===== src/rtl/cpu_sequencer_pkg.sv =====
// Shared constants for the CPU control path: sequencer state encoding and
// PC source-select values.
package cpu_ctrl_pkg;

    typedef enum logic [2:0] {
        ST_FETCH     = 3'd0,
        ST_DECODE    = 3'd1,
        ST_EXECUTE   = 3'd2,
        ST_MEMORY    = 3'd3,
        ST_WRITEBACK = 3'd4,
        ST_IRQ       = 3'd5,
        ST_HALT      = 3'd6
    } seq_state_e;

    localparam logic PC_SRC_BRANCH = 1'b0;
    localparam logic PC_SRC_IRQ    = 1'b1;

endpackage


===== src/rtl/cpu_sequencer_if.sv =====
// Memory handshake and datapath control strobes between the sequencer
// (master) and the datapath/memory side (slave).
interface cpu_sequencer_if;
    logic I_mem_ready;
    logic O_mem_req;
    logic O_mem_sel;
    logic O_pc_enable;
    logic O_pc_write;
    logic O_pc_sel;
    logic O_ir_load;
    logic O_decode_en;
    logic O_alu_en;
    logic O_reg_we;

    modport master (
        input  I_mem_ready,
        output O_mem_req, O_mem_sel, O_pc_enable, O_pc_write, O_pc_sel,
               O_ir_load, O_decode_en, O_alu_en, O_reg_we
    );

    modport slave (
        output I_mem_ready,
        input  O_mem_req, O_mem_sel, O_pc_enable, O_pc_write, O_pc_sel,
               O_ir_load, O_decode_en, O_alu_en, O_reg_we
    );
endinterface


===== src/rtl/cpu_sequencer_mem_wait_timer.sv =====
// Counts cycles spent waiting on a memory handshake; saturates at the limit
// so it never wraps while the sequencer decides what to do.
module mem_wait_timer #(
    parameter int MEM_TIMEOUT = 255,
    parameter int TIMEOUT_W   = 8
) (
    input  logic I_clk,
    input  logic I_reset,
    input  logic clear,
    input  logic enable,
    output logic limit_hit
);
    localparam logic [TIMEOUT_W-1:0] LIMIT = TIMEOUT_W'(MEM_TIMEOUT);
    // With the timeout disabled the counter just parks at all-ones.
    localparam logic [TIMEOUT_W-1:0] SAT   = (MEM_TIMEOUT == 0) ? '1 : LIMIT;

    logic [TIMEOUT_W-1:0] count_reg;

    always_ff @(posedge I_clk) begin
        if (I_reset || clear) begin
            count_reg <= '0;
        end else if (enable && (count_reg != SAT)) begin
            count_reg <= count_reg + 1'b1;
        end
    end

    assign limit_hit = (MEM_TIMEOUT != 0) && (count_reg == LIMIT);
endmodule


===== src/rtl/cpu_sequencer.sv =====
// Multi-cycle control sequencer for the 16-bit CPU: fetch, decode, execute,
// optional memory access, writeback, plus halt, interrupt entry and timeout.
module cpu_sequencer
    import cpu_ctrl_pkg::*;
#(
    parameter int MEM_TIMEOUT = 255,
    parameter int TIMEOUT_W   = 8
) (
    input  logic              I_clk,
    input  logic              I_reset,
    cpu_sequencer_if.master   bus,
    input  logic              I_is_mem,
    input  logic              I_is_branch,
    input  logic              I_is_halt,
    input  logic              I_writes_reg,
    input  logic              I_branch_taken,
    input  logic              I_irq,
    input  logic              I_irq_en,
    output logic              O_irq_ack,
    output logic              O_halted,
    output logic              O_fault,
    output logic [2:0]        O_state
);
    seq_state_e state_reg, state_next;
    logic is_mem_reg, is_mem_next;
    logic is_branch_reg, is_branch_next;
    logic writes_reg_reg, writes_reg_next;
    logic branch_done_reg, branch_done_next;
    logic fault_reg, fault_next;

    logic waiting, timer_clear, timer_enable, limit_hit;
    logic pc_enable, pc_write, pc_sel, mem_req, mem_sel;
    logic ir_load, decode_en, alu_en, reg_we, irq_ack;
    logic irq_take;

    assign waiting      = (state_reg == ST_FETCH) || (state_reg == ST_MEMORY);
    assign timer_enable = waiting && !bus.I_mem_ready;
    assign timer_clear  = !waiting || bus.I_mem_ready;
    assign irq_take     = I_irq && I_irq_en;

    mem_wait_timer #(
        .MEM_TIMEOUT (MEM_TIMEOUT),
        .TIMEOUT_W   (TIMEOUT_W)
    ) u_timer (
        .I_clk     (I_clk),
        .I_reset   (I_reset),
        .clear     (timer_clear),
        .enable    (timer_enable),
        .limit_hit (limit_hit)
    );

    always_ff @(posedge I_clk) begin
        if (I_reset) begin
            state_reg       <= ST_FETCH;
            is_mem_reg      <= 1'b0;
            is_branch_reg   <= 1'b0;
            writes_reg_reg  <= 1'b0;
            branch_done_reg <= 1'b0;
            fault_reg       <= 1'b0;
        end else begin
            state_reg       <= state_next;
            is_mem_reg      <= is_mem_next;
            is_branch_reg   <= is_branch_next;
            writes_reg_reg  <= writes_reg_next;
            branch_done_reg <= branch_done_next;
            fault_reg       <= fault_next;
        end
    end

    always_comb begin
        state_next       = state_reg;
        is_mem_next      = is_mem_reg;
        is_branch_next   = is_branch_reg;
        writes_reg_next  = writes_reg_reg;
        branch_done_next = branch_done_reg;
        fault_next       = fault_reg;
        pc_enable        = 1'b0;
        pc_write         = 1'b0;
        pc_sel           = PC_SRC_BRANCH;
        mem_req          = 1'b0;
        mem_sel          = 1'b0;
        ir_load          = 1'b0;
        decode_en        = 1'b0;
        alu_en           = 1'b0;
        reg_we           = 1'b0;
        irq_ack          = 1'b0;

        case (state_reg)
            ST_FETCH: begin
                mem_req = 1'b1;
                if (bus.I_mem_ready) begin
                    ir_load    = 1'b1;
                    state_next = ST_DECODE;
                end else if (limit_hit) begin
                    fault_next = 1'b1;
                    state_next = ST_HALT;
                end
            end
            ST_DECODE: begin
                decode_en       = 1'b1;
                is_mem_next     = I_is_mem;
                is_branch_next  = I_is_branch;
                writes_reg_next = I_writes_reg;
                state_next      = I_is_halt ? ST_HALT : ST_EXECUTE;
            end
            ST_EXECUTE: begin
                alu_en = 1'b1;
                if (is_branch_reg && I_branch_taken) begin
                    pc_enable        = 1'b1;
                    pc_write         = 1'b1;
                    pc_sel           = PC_SRC_BRANCH;
                    branch_done_next = 1'b1;
                end
                state_next = is_mem_reg ? ST_MEMORY : ST_WRITEBACK;
            end
            ST_MEMORY: begin
                mem_req = 1'b1;
                mem_sel = 1'b1;
                if (bus.I_mem_ready) begin
                    state_next = ST_WRITEBACK;
                end else if (limit_hit) begin
                    fault_next = 1'b1;
                    state_next = ST_HALT;
                end
            end
            ST_WRITEBACK: begin
                reg_we           = writes_reg_reg;
                // A taken branch already loaded the PC; skip the sequential step.
                pc_enable        = !branch_done_reg;
                branch_done_next = 1'b0;
                state_next       = irq_take ? ST_IRQ : ST_FETCH;
            end
            ST_IRQ: begin
                pc_enable  = 1'b1;
                pc_write   = 1'b1;
                pc_sel     = PC_SRC_IRQ;
                irq_ack    = 1'b1;
                state_next = ST_FETCH;
            end
            ST_HALT: begin
                if (irq_take && !fault_reg) begin
                    state_next = ST_IRQ;
                end
            end
            default: state_next = ST_FETCH;
        endcase
    end

    assign bus.O_pc_enable = pc_enable;
    assign bus.O_pc_write  = pc_write;
    assign bus.O_pc_sel    = pc_sel;
    assign bus.O_mem_req   = mem_req;
    assign bus.O_mem_sel   = mem_sel;
    assign bus.O_ir_load   = ir_load;
    assign bus.O_decode_en = decode_en;
    assign bus.O_alu_en    = alu_en;
    assign bus.O_reg_we    = reg_we;
    assign O_irq_ack       = irq_ack;
    assign O_halted        = (state_reg == ST_HALT);
    assign O_fault         = fault_reg;
    assign O_state         = state_reg;
endmodule


===== src/flat_wrapper.sv =====
// flat-port wrapper written by rule: the top's interface ports become plain ports
module cpu_sequencer_flat import cpu_ctrl_pkg::*;
#(
    parameter int MEM_TIMEOUT = 255,
    parameter int TIMEOUT_W   = 8
)
  (I_clk, I_reset, I_is_mem, I_is_branch, I_is_halt, I_writes_reg, I_branch_taken, I_irq, I_irq_en, O_irq_ack, O_halted, O_fault, O_state, bus_I_mem_ready, bus_O_mem_req, bus_O_mem_sel, bus_O_pc_enable, bus_O_pc_write, bus_O_pc_sel, bus_O_ir_load, bus_O_decode_en, bus_O_alu_en, bus_O_reg_we);
  cpu_sequencer_if bus_i ();
  input  logic I_clk;
  input  logic I_reset;
  input  logic I_is_mem;
  input  logic I_is_branch;
  input  logic I_is_halt;
  input  logic I_writes_reg;
  input  logic I_branch_taken;
  input  logic I_irq;
  input  logic I_irq_en;
  output logic O_irq_ack;
  output logic O_halted;
  output logic O_fault;
  output logic [2:0] O_state;
  input wire logic [$bits(bus_i.I_mem_ready)-1:0] bus_I_mem_ready;
  output wire logic [$bits(bus_i.O_mem_req)-1:0] bus_O_mem_req;
  output wire logic [$bits(bus_i.O_mem_sel)-1:0] bus_O_mem_sel;
  output wire logic [$bits(bus_i.O_pc_enable)-1:0] bus_O_pc_enable;
  output wire logic [$bits(bus_i.O_pc_write)-1:0] bus_O_pc_write;
  output wire logic [$bits(bus_i.O_pc_sel)-1:0] bus_O_pc_sel;
  output wire logic [$bits(bus_i.O_ir_load)-1:0] bus_O_ir_load;
  output wire logic [$bits(bus_i.O_decode_en)-1:0] bus_O_decode_en;
  output wire logic [$bits(bus_i.O_alu_en)-1:0] bus_O_alu_en;
  output wire logic [$bits(bus_i.O_reg_we)-1:0] bus_O_reg_we;
  assign bus_i.I_mem_ready = bus_I_mem_ready;
  assign bus_O_mem_req = bus_i.O_mem_req;
  assign bus_O_mem_sel = bus_i.O_mem_sel;
  assign bus_O_pc_enable = bus_i.O_pc_enable;
  assign bus_O_pc_write = bus_i.O_pc_write;
  assign bus_O_pc_sel = bus_i.O_pc_sel;
  assign bus_O_ir_load = bus_i.O_ir_load;
  assign bus_O_decode_en = bus_i.O_decode_en;
  assign bus_O_alu_en = bus_i.O_alu_en;
  assign bus_O_reg_we = bus_i.O_reg_we;
  cpu_sequencer #(.MEM_TIMEOUT(MEM_TIMEOUT), .TIMEOUT_W(TIMEOUT_W)) u_core (.I_clk(I_clk), .I_reset(I_reset), .bus(bus_i), .I_is_mem(I_is_mem), .I_is_branch(I_is_branch), .I_is_halt(I_is_halt), .I_writes_reg(I_writes_reg), .I_branch_taken(I_branch_taken), .I_irq(I_irq), .I_irq_en(I_irq_en), .O_irq_ack(O_irq_ack), .O_halted(O_halted), .O_fault(O_fault), .O_state(O_state));
endmodule

===== config.mk =====
export PLATFORM = sky130hd
export DESIGN_NAME = cpu_sequencer_flat
export DESIGN_NICKNAME = d
export VERILOG_FILES = /design/src/rtl/cpu_sequencer_pkg.sv /design/src/rtl/cpu_sequencer_if.sv /design/src/rtl/cpu_sequencer_mem_wait_timer.sv /design/src/rtl/cpu_sequencer.sv /design/src/flat_wrapper.sv
export SDC_FILE = /design/constraint.sdc
export NUM_CORES = 1
export LEC_CHECK = 0
export ABC_CLOCK_PERIOD_IN_PS = 4960
export CORE_MARGIN = 2
export CORE_UTILIZATION = 45
export DETAILED_ROUTE_END_ITERATION = 6
export GPL_TIMING_DRIVEN = 0
export PLACE_DENSITY_LB_ADDON = 0.12
export SETUP_SLACK_MARGIN = 0.15
export SYNTH_ARGS = -nofsm -noshare
export SYNTH_HDL_FRONTEND = slang
export SYNTH_SLANG_ARGS = --single-unit

===== constraint.sdc =====
create_clock -name I_clk -period 4.96 [get_ports I_clk]
set_input_delay 1.488 -clock I_clk [delete_from_list [all_inputs] [get_ports I_clk]]
set_output_delay 1.488 -clock I_clk [all_outputs]
set_load 0.01 [all_outputs]

==> run metrics, run 1 <==
r2r setup slk=3300 ps; GRT overflow=0; synth warn=0; synthesis-to-finish area growth=34.00%; Slew Limit Fails=0; Area after DPL=about 1100 um^2; Crit path required time=3470 ps; Tot GR Track Use=0.1995; CTS sink cnt=16; I/O Buffers=23; Tcrit/Tclk final=0.8719; area of the mapped netlist=875.8 um^2; postcts setup bufs=0; final WL=around 2100 um; hpwl dp=1626 um; drc violations=0; Clock Latency Late Sink=280 ps; max reg flops=8; type of destination of the critical path=output pin; Routed Antenna Nets=0; syn_area_per_cell=about 8 um^2; placed insts=158; cts hold-fix bufs=0; number of flops mapped to enable cells by yosys=0; Std-Cell Rows=15; Setup TNS Final=0 ps; DR WL/cell=13.19 um; DIE AREA=2315 um^2; power per cell area=279.2 nW/um^2; nets=149; register area share after synthesis=0.3657; vias in the first global route=757; crit path buf inv count=2; Die Ht=48.12 um; Startpoint Class=input port; worst reg-to-reg path cell count=5; Hold Crit Depth=2; CTS root buffer=clkbuf_4; TritonRoute pass-1 iters=4; CTS tree=done; Main synth FF type=dfxtp_1; number of CTS-inserted buffers=3; reg2reg end=u_core.u_timer.count_reg[7]; Worst Setup SP=bus_I_mem_ready; setup violators final=0; Clock transition at path regs=90 ps; crit-path cells=clkdlybuf4s50_1, nor4b_1, clkdlybuf4s50_1; ANT cells=0; Max IR drop VDD=0.2004 mV; gpl congestion=between 0.8 and 0.9; Synth top area share=0.3657; crit path DAT=2840 ps; design area=around 1200 um^2; CP max stage delay=590 ps; Hold Vio Cnt, Final=0; FF-to-FF Start=u_core.O_state[0]; CTS max path bufs=2; non-filler cells in the finished layout=around 160; first-pass GRT wire length=roughly 3300 um; Max Cap Viol=0; Synth top cells by count=16 x dfxtp_1, 16 x nor2_1, 11 x a21oi_1; f_max=between 200 and 250 MHz; largest net degree at the start of global routing=11; Slew headroom=0.6769; DRT iter0 DRCs=22; Layout Skew=roughly 6.0 ps; Place WS=~650 ps; Vias/cell=between 5 and 6; cell mode on critical path=clkdlybuf4s50_1; Core ar.=1783 um^2; crit-path max FO=4; slowest CP cell=clkdlybuf4s50_1; Post-Synthesis Cells=110; Syn Nets=121; hold path endpoint=u_core.u_timer.count_reg[1]; minimum clock period=4325 ps; Post-synth ARST share=0; outcome=finished clean; Die W=48.12 um; synth unique cells=35; Tot Pwr=between 300 and 400 uW; Synth area leaders=dfxtp_1 37%, nor2_1 6.9%, a21oi_1 6.3%, mux2i_1 4.6%, o21ai_0 4.6%; Setup CP Type=in2out; Hold WC Path Type=reg2reg; HP Start=u_core.u_timer.count_reg[1]; RSZ-0062 raised after global routing=false; total number of vias=around 900; # H-tree levels=1; Yosys reg bits=16; Post-CTS Resized=0; Yosys top cell by area=dfxtp_1; initial antenna violation count=0; layout cell share with drive strength beyond 1=0.07299; Ports=25; Leakage=0.3952 nW; Initial Util=0.4912; final worst slack=roughly 640 ps; Slew @ Worst Pin=a little under 500 ps; family with the most delay on the worst path=buffers and inverters
[routing by layer]
layer | up-vias | routed length, um | track usage | part of all wire
li1 | 448 | - | - | -
met2 | 28 | 992 | 0.3067 | 0.46
met5 | - | 0 | 0 | 0
met4 | 0 | 0 | 0.01622 | 0
met1 | 422 | 1060 | 0.2980 | 0.50
met3 | 0 | 84 | 0.04444 | 0.039
[area by class of cell]
type                            count  area, um^2
Multi-Input combinational cell     85       510.5
Timing Repair Buffer               23       230.2
Inverter                            3       11.26
Clock buffer                        4       36.28
Tap cell                           25       31.28
Buffer                              6       33.78
Sequential cell                    16       320.3
Fill cell                         171       609.3
[cells in the final DEF, fill, tap and decap left out, types with 2 or more instances in the layout]
cell and count:
nand3_1 5, o21ai_0 8, clkdlybuf4s50_1 23, nand2_1 6
nand4_1 2, nand2b_1 2, nor2b_1 2, and2_1 2
o31ai_1 3, dfxtp_1 16, xor2_1 2, or4_1 2
nor2_1 16, mux2i_1 4, clkbuf_4 3, inv_1 2
o211ai_1 2, clkbuf_1 4, a21boi_0 2, a21oi_1 11
or3_1 3
[worst max-delay path by stage]
stage / endpoint / slack (ps) / depth (start not counted)
after floorplan: bus_O_ir_load / 1570 / 1
after global placement: bus_O_ir_load / 630 / 3
after detailed placement: bus_O_ir_load / 650 / 3
after CTS: bus_O_ir_load / 620 / 3
after global routing: bus_O_ir_load / 530 / 3
final: bus_O_ir_load / 640 / 3
[metrics by stage]
step                      utilization  hold slack (ps)
after global routing           0.6582            534.2
after detailed placement       0.6379            469.5
after CTS                      0.6582            483.2
after floorplan                     -            449.2
after global placement         0.6379            462.6
final                          0.6582            481.7
[worst reg2reg max path, stage by stage (launching register included)]
cell and delay, ps:
dfxtp_1 330, buf_6 140, xor2_1 200, a311o_1 360, or4_1 410, a21oi_1 160
[power breakdown]
part           switching, mW  total [mW]  internal, mW
combinational         0.0503      0.0990        0.0487
clock                 0.0420      0.0866        0.0446
sequential           0.00635       0.142         0.136
total                 0.0986       0.328         0.229
[kinds of logic after synthesis]
logic type               synth area share
AO/OA/AOI/OAI                      0.1986
XOR/XNOR                          0.03001
adder cells (fa/ha/maj)           0.01428
buffers and inverters             0.05142
flip-flops                         0.3657
multiplexers                      0.04572
AND/OR/NAND/NOR                    0.2943
Note: power is estimated with default switching activity, not from simulation.
==> run 2: changes to the inputs <==
Settings changed: SYNTH_HIERARCHICAL set to 1.
==> run 2 against run 1 <==
Net effect:
- register-to-register slack lost 400 ps
- critical path type unchanged
- sequential share of layout area is 2.0 points lower
- count of clock-buffer cells in the layout unchanged
- sequential power is essentially flat
==> run metrics, run 2 <==
outcome=finished clean; Std-Cell Rows=16 (+1); synth unique cells=44 (+26%); CTS max path bufs=2 (unchanged); Vias/cell=5.548 (about the same); Routed Antenna Nets=0 (unchanged); f_max=223.0 MHz (-3.6%); Initial Util=0.4830 (-0.008274); crit path buf inv count=2 (unchanged); synthesis-to-finish area growth=32.42%; cell mode on critical path=clkdlybuf4s50_1; drc violations=0 (unchanged); RSZ-0062 raised after global routing=false; Tcrit/Tclk final=0.9042 (+0.03236); slowest CP cell=clkdlybuf4s50_1; Main synth FF type=dfxtp_1; Synth area leaders=dfxtp_1 33%, mux2i_1 6.3%, nand2_1 3.5%, o21ai_0 3.1%, inv_1 3.1%; power per cell area=252.8 nW/um^2 (-9.4%); Hold Crit Depth=2 (unchanged); GRT overflow=0 (unchanged); Setup TNS Final=0 ps (unchanged); Die Ht=50.12 um (+4.2%); hpwl dp=1631 um (+0.32%); DR WL/cell=13.49 um (+2.2%); Core ar.=1982 um^2 (+11%); Hold WC Path Type=reg2reg; gpl congestion=0.8635 (+0.72%); Synth top area share=0.3346 (-0.03107); largest net degree at the start of global routing=11 (unchanged); I/O Buffers=24 (+4.3%); r2r setup slk=2900 ps (-400 ps); # H-tree levels=1 (unchanged); Max IR drop VDD=0.1634 mV (-18%); Setup CP Type=in2out; minimum clock period=4485 ps (+160.5 ps); Tot GR Track Use=0.1938 (-0.005769); Post-Synthesis Cells=113 (+2.7%); Leakage=0.4525 nW (+14%); FF-to-FF Start=u_core/O_state[2]; Synth top cells by count=16 x dfxtp_1, 9 x nand2_1, 8 x inv_1, 8 x nor2_1; Slew @ Worst Pin=402.4 ps (-79.58 ps); DIE AREA=2512 um^2 (+8.5%); Hold Vio Cnt, Final=0 (unchanged); Crit path required time=3470 ps (about the same); syn_area_per_cell=8.471 um^2 (+6.4%); Clock Latency Late Sink=290 ps (about the same); register area share after synthesis=0.3346 (-0.03107); number of flops mapped to enable cells by yosys=0 (unchanged); type of destination of the critical path=output pin; final WL=2266 um (+6.0%); Slew headroom=0.7297 (+0.05274); nets=153 (+2.7%); vias in the first global route=837 (+11%); Clock transition at path regs=100 ps (about the same); most common cell after layout, fill and taps aside=clkdlybuf4s50_1; total number of vias=932 (+3.8%); DRT iter0 DRCs=34 (+55%); Die W=50.12 um (+4.2%); CTS tree=done; CP max stage delay=610 ps (+20 ps); Syn Nets=124 (+2.5%); Yosys top cell by area=dfxtp_1; final worst slack=474.9 ps (-160.5 ps); layout cell share with drive strength beyond 1=0.09929 (+0.02630); Post-synth ARST share=0 (unchanged); synth warn=6 (+6); initial antenna violation count=0 (unchanged); Yosys reg bits=16 (unchanged); Place WS=478.6 ps (-172.4 ps); postcts setup bufs=0 (unchanged); cts hold-fix bufs=0 (unchanged); crit-path max FO=6 (+2); number of CTS-inserted buffers=3 (unchanged); setup violators final=0 (unchanged); CTS sink cnt=16 (unchanged); hold path endpoint=u_core/writes_reg_reg; worst reg-to-reg path cell count=6 (+1); Fill cells=176 (+2.9%); max reg flops=8 (unchanged); most frequent cell after synthesis=dfxtp_1; Ports=25 (unchanged); crit path DAT=3000 ps (+160 ps); reg2reg end=u_core/u_timer/count_reg[6]; Slew Limit Fails=0 (unchanged); area of the mapped netlist=957.2 um^2 (+9.3%); Layout Skew=0.9850 ps (-5.002 ps); Startpoint Class=input port; Post-CTS Resized=0 (unchanged); TritonRoute pass-1 iters=4 (unchanged); crit-path cells=clkdlybuf4s50_1, nor4b_1, clkdlybuf4s50_1; CTS root buffer=clkbuf_4; most frequent cells in the layout=24 x clkdlybuf4s50_1, 16 x dfxtp_1, 9 x nand2_1; Max Cap Viol=0 (unchanged); HP Start=u_core/writes_reg_reg; first-pass GRT wire length=3822 um (+15%); ANT cells=0 (unchanged); family with the most delay on the worst path=buffers and inverters
[run 2: power breakdown]
part | switching, mW | internal (mW) | total (mW)
Sequential | 0.00655 | 0.134 | 0.141
Combinational | 0.0445 | 0.0468 | 0.0913
Clock | 0.0438 | 0.0447 | 0.0884
Total | 0.0948 | 0.226 | 0.320
[run 2: through the flow]
| stage | power (mW) | hold slack, ps | area, um^2 | utilization | std cells |
|---|---|---|---|---|---|
| after floorplan | 0.1948 | 451.7 | 957.2 | - | 113 |
| after global placement | 0.2328 | 470.1 | 1231 | 0.6212 | 164 |
| after detailed placement | 0.2342 | 485.1 | 1231 | 0.6212 | 164 |
| after CTS | 0.3213 | 502.7 | 1267 | 0.6395 | 168 |
| after global routing | 0.3401 | 526.5 | 1267 | 0.6395 | 168 |
| final | 0.3204 | 497.5 | 1267 | 0.6395 | 168 |
[run 2: cells by family (layout without fill, tap and decap cells)]
kind of cell / count (synthesis) / in the layout / synth area share
fa+ha+maj: 1 / 1 / 0.01307
mux: 6 / 6 / 0.06275
compound gates: 29 / 29 / 0.2118
flops: 16 / 16 / 0.3346
buf+inv: 15 / 43 / 0.07842
xor+xnor: 1 / 1 / 0.01700
simple gates: 45 / 45 / 0.2824
[run 2: layer usage]
layer / part of all wire / GRT usage / vias to the layer above
li1: - / - / 476
met1: 0.49 / 0.2981 / 421
met2: 0.46 / 0.2741 / 31
met3: 0.045 / 0.03030 / 4
met4: 0.0066 / 0.05556 / 0
met5: 0 / 0 / -
[run 2: cell type report]
type,instances,area (um^2),area share
Buffer,7,45.04,0.03554
Clock buffer,4,36.28,0.02863
Inverter,8,30.03,0.02369
Multi-Input combinational cell,82,561.8,0.4432
Sequential cell,16,320.3,0.2527
Tap cell,27,33.78,0.02665
Timing Repair Buffer,24,240.2,0.1895
[run 2: worst reg2reg max path, stage by stage (launching register included)]
cell and delay (ps):
dfxtp_1 390, buf_2 210, or3_1 490, inv_1 160, nand2_1 100, o31a_1 280
a2111oi_1 340
[run 2: worst max path at each step]
stage | from | to | slack [ps] | cells past startpoint
floorplan | bus_I_mem_ready | bus_O_ir_load | 1490 | 1
global placement | bus_I_mem_ready | bus_O_ir_load | 450 | 3
detailed placement | bus_I_mem_ready | bus_O_ir_load | 480 | 3
CTS | bus_I_mem_ready | bus_O_ir_load | 450 | 3
global route | bus_I_mem_ready | bus_O_ir_load | 350 | 3
finish | bus_I_mem_ready | bus_O_ir_load | 470 | 3
==> run 3: changes to the inputs <==
Settings changed: TNS_END_PERCENT set to 10.
==> results of run 3 <==
Same layout as run 2: the final DEF is identical, and so are final timing and power.
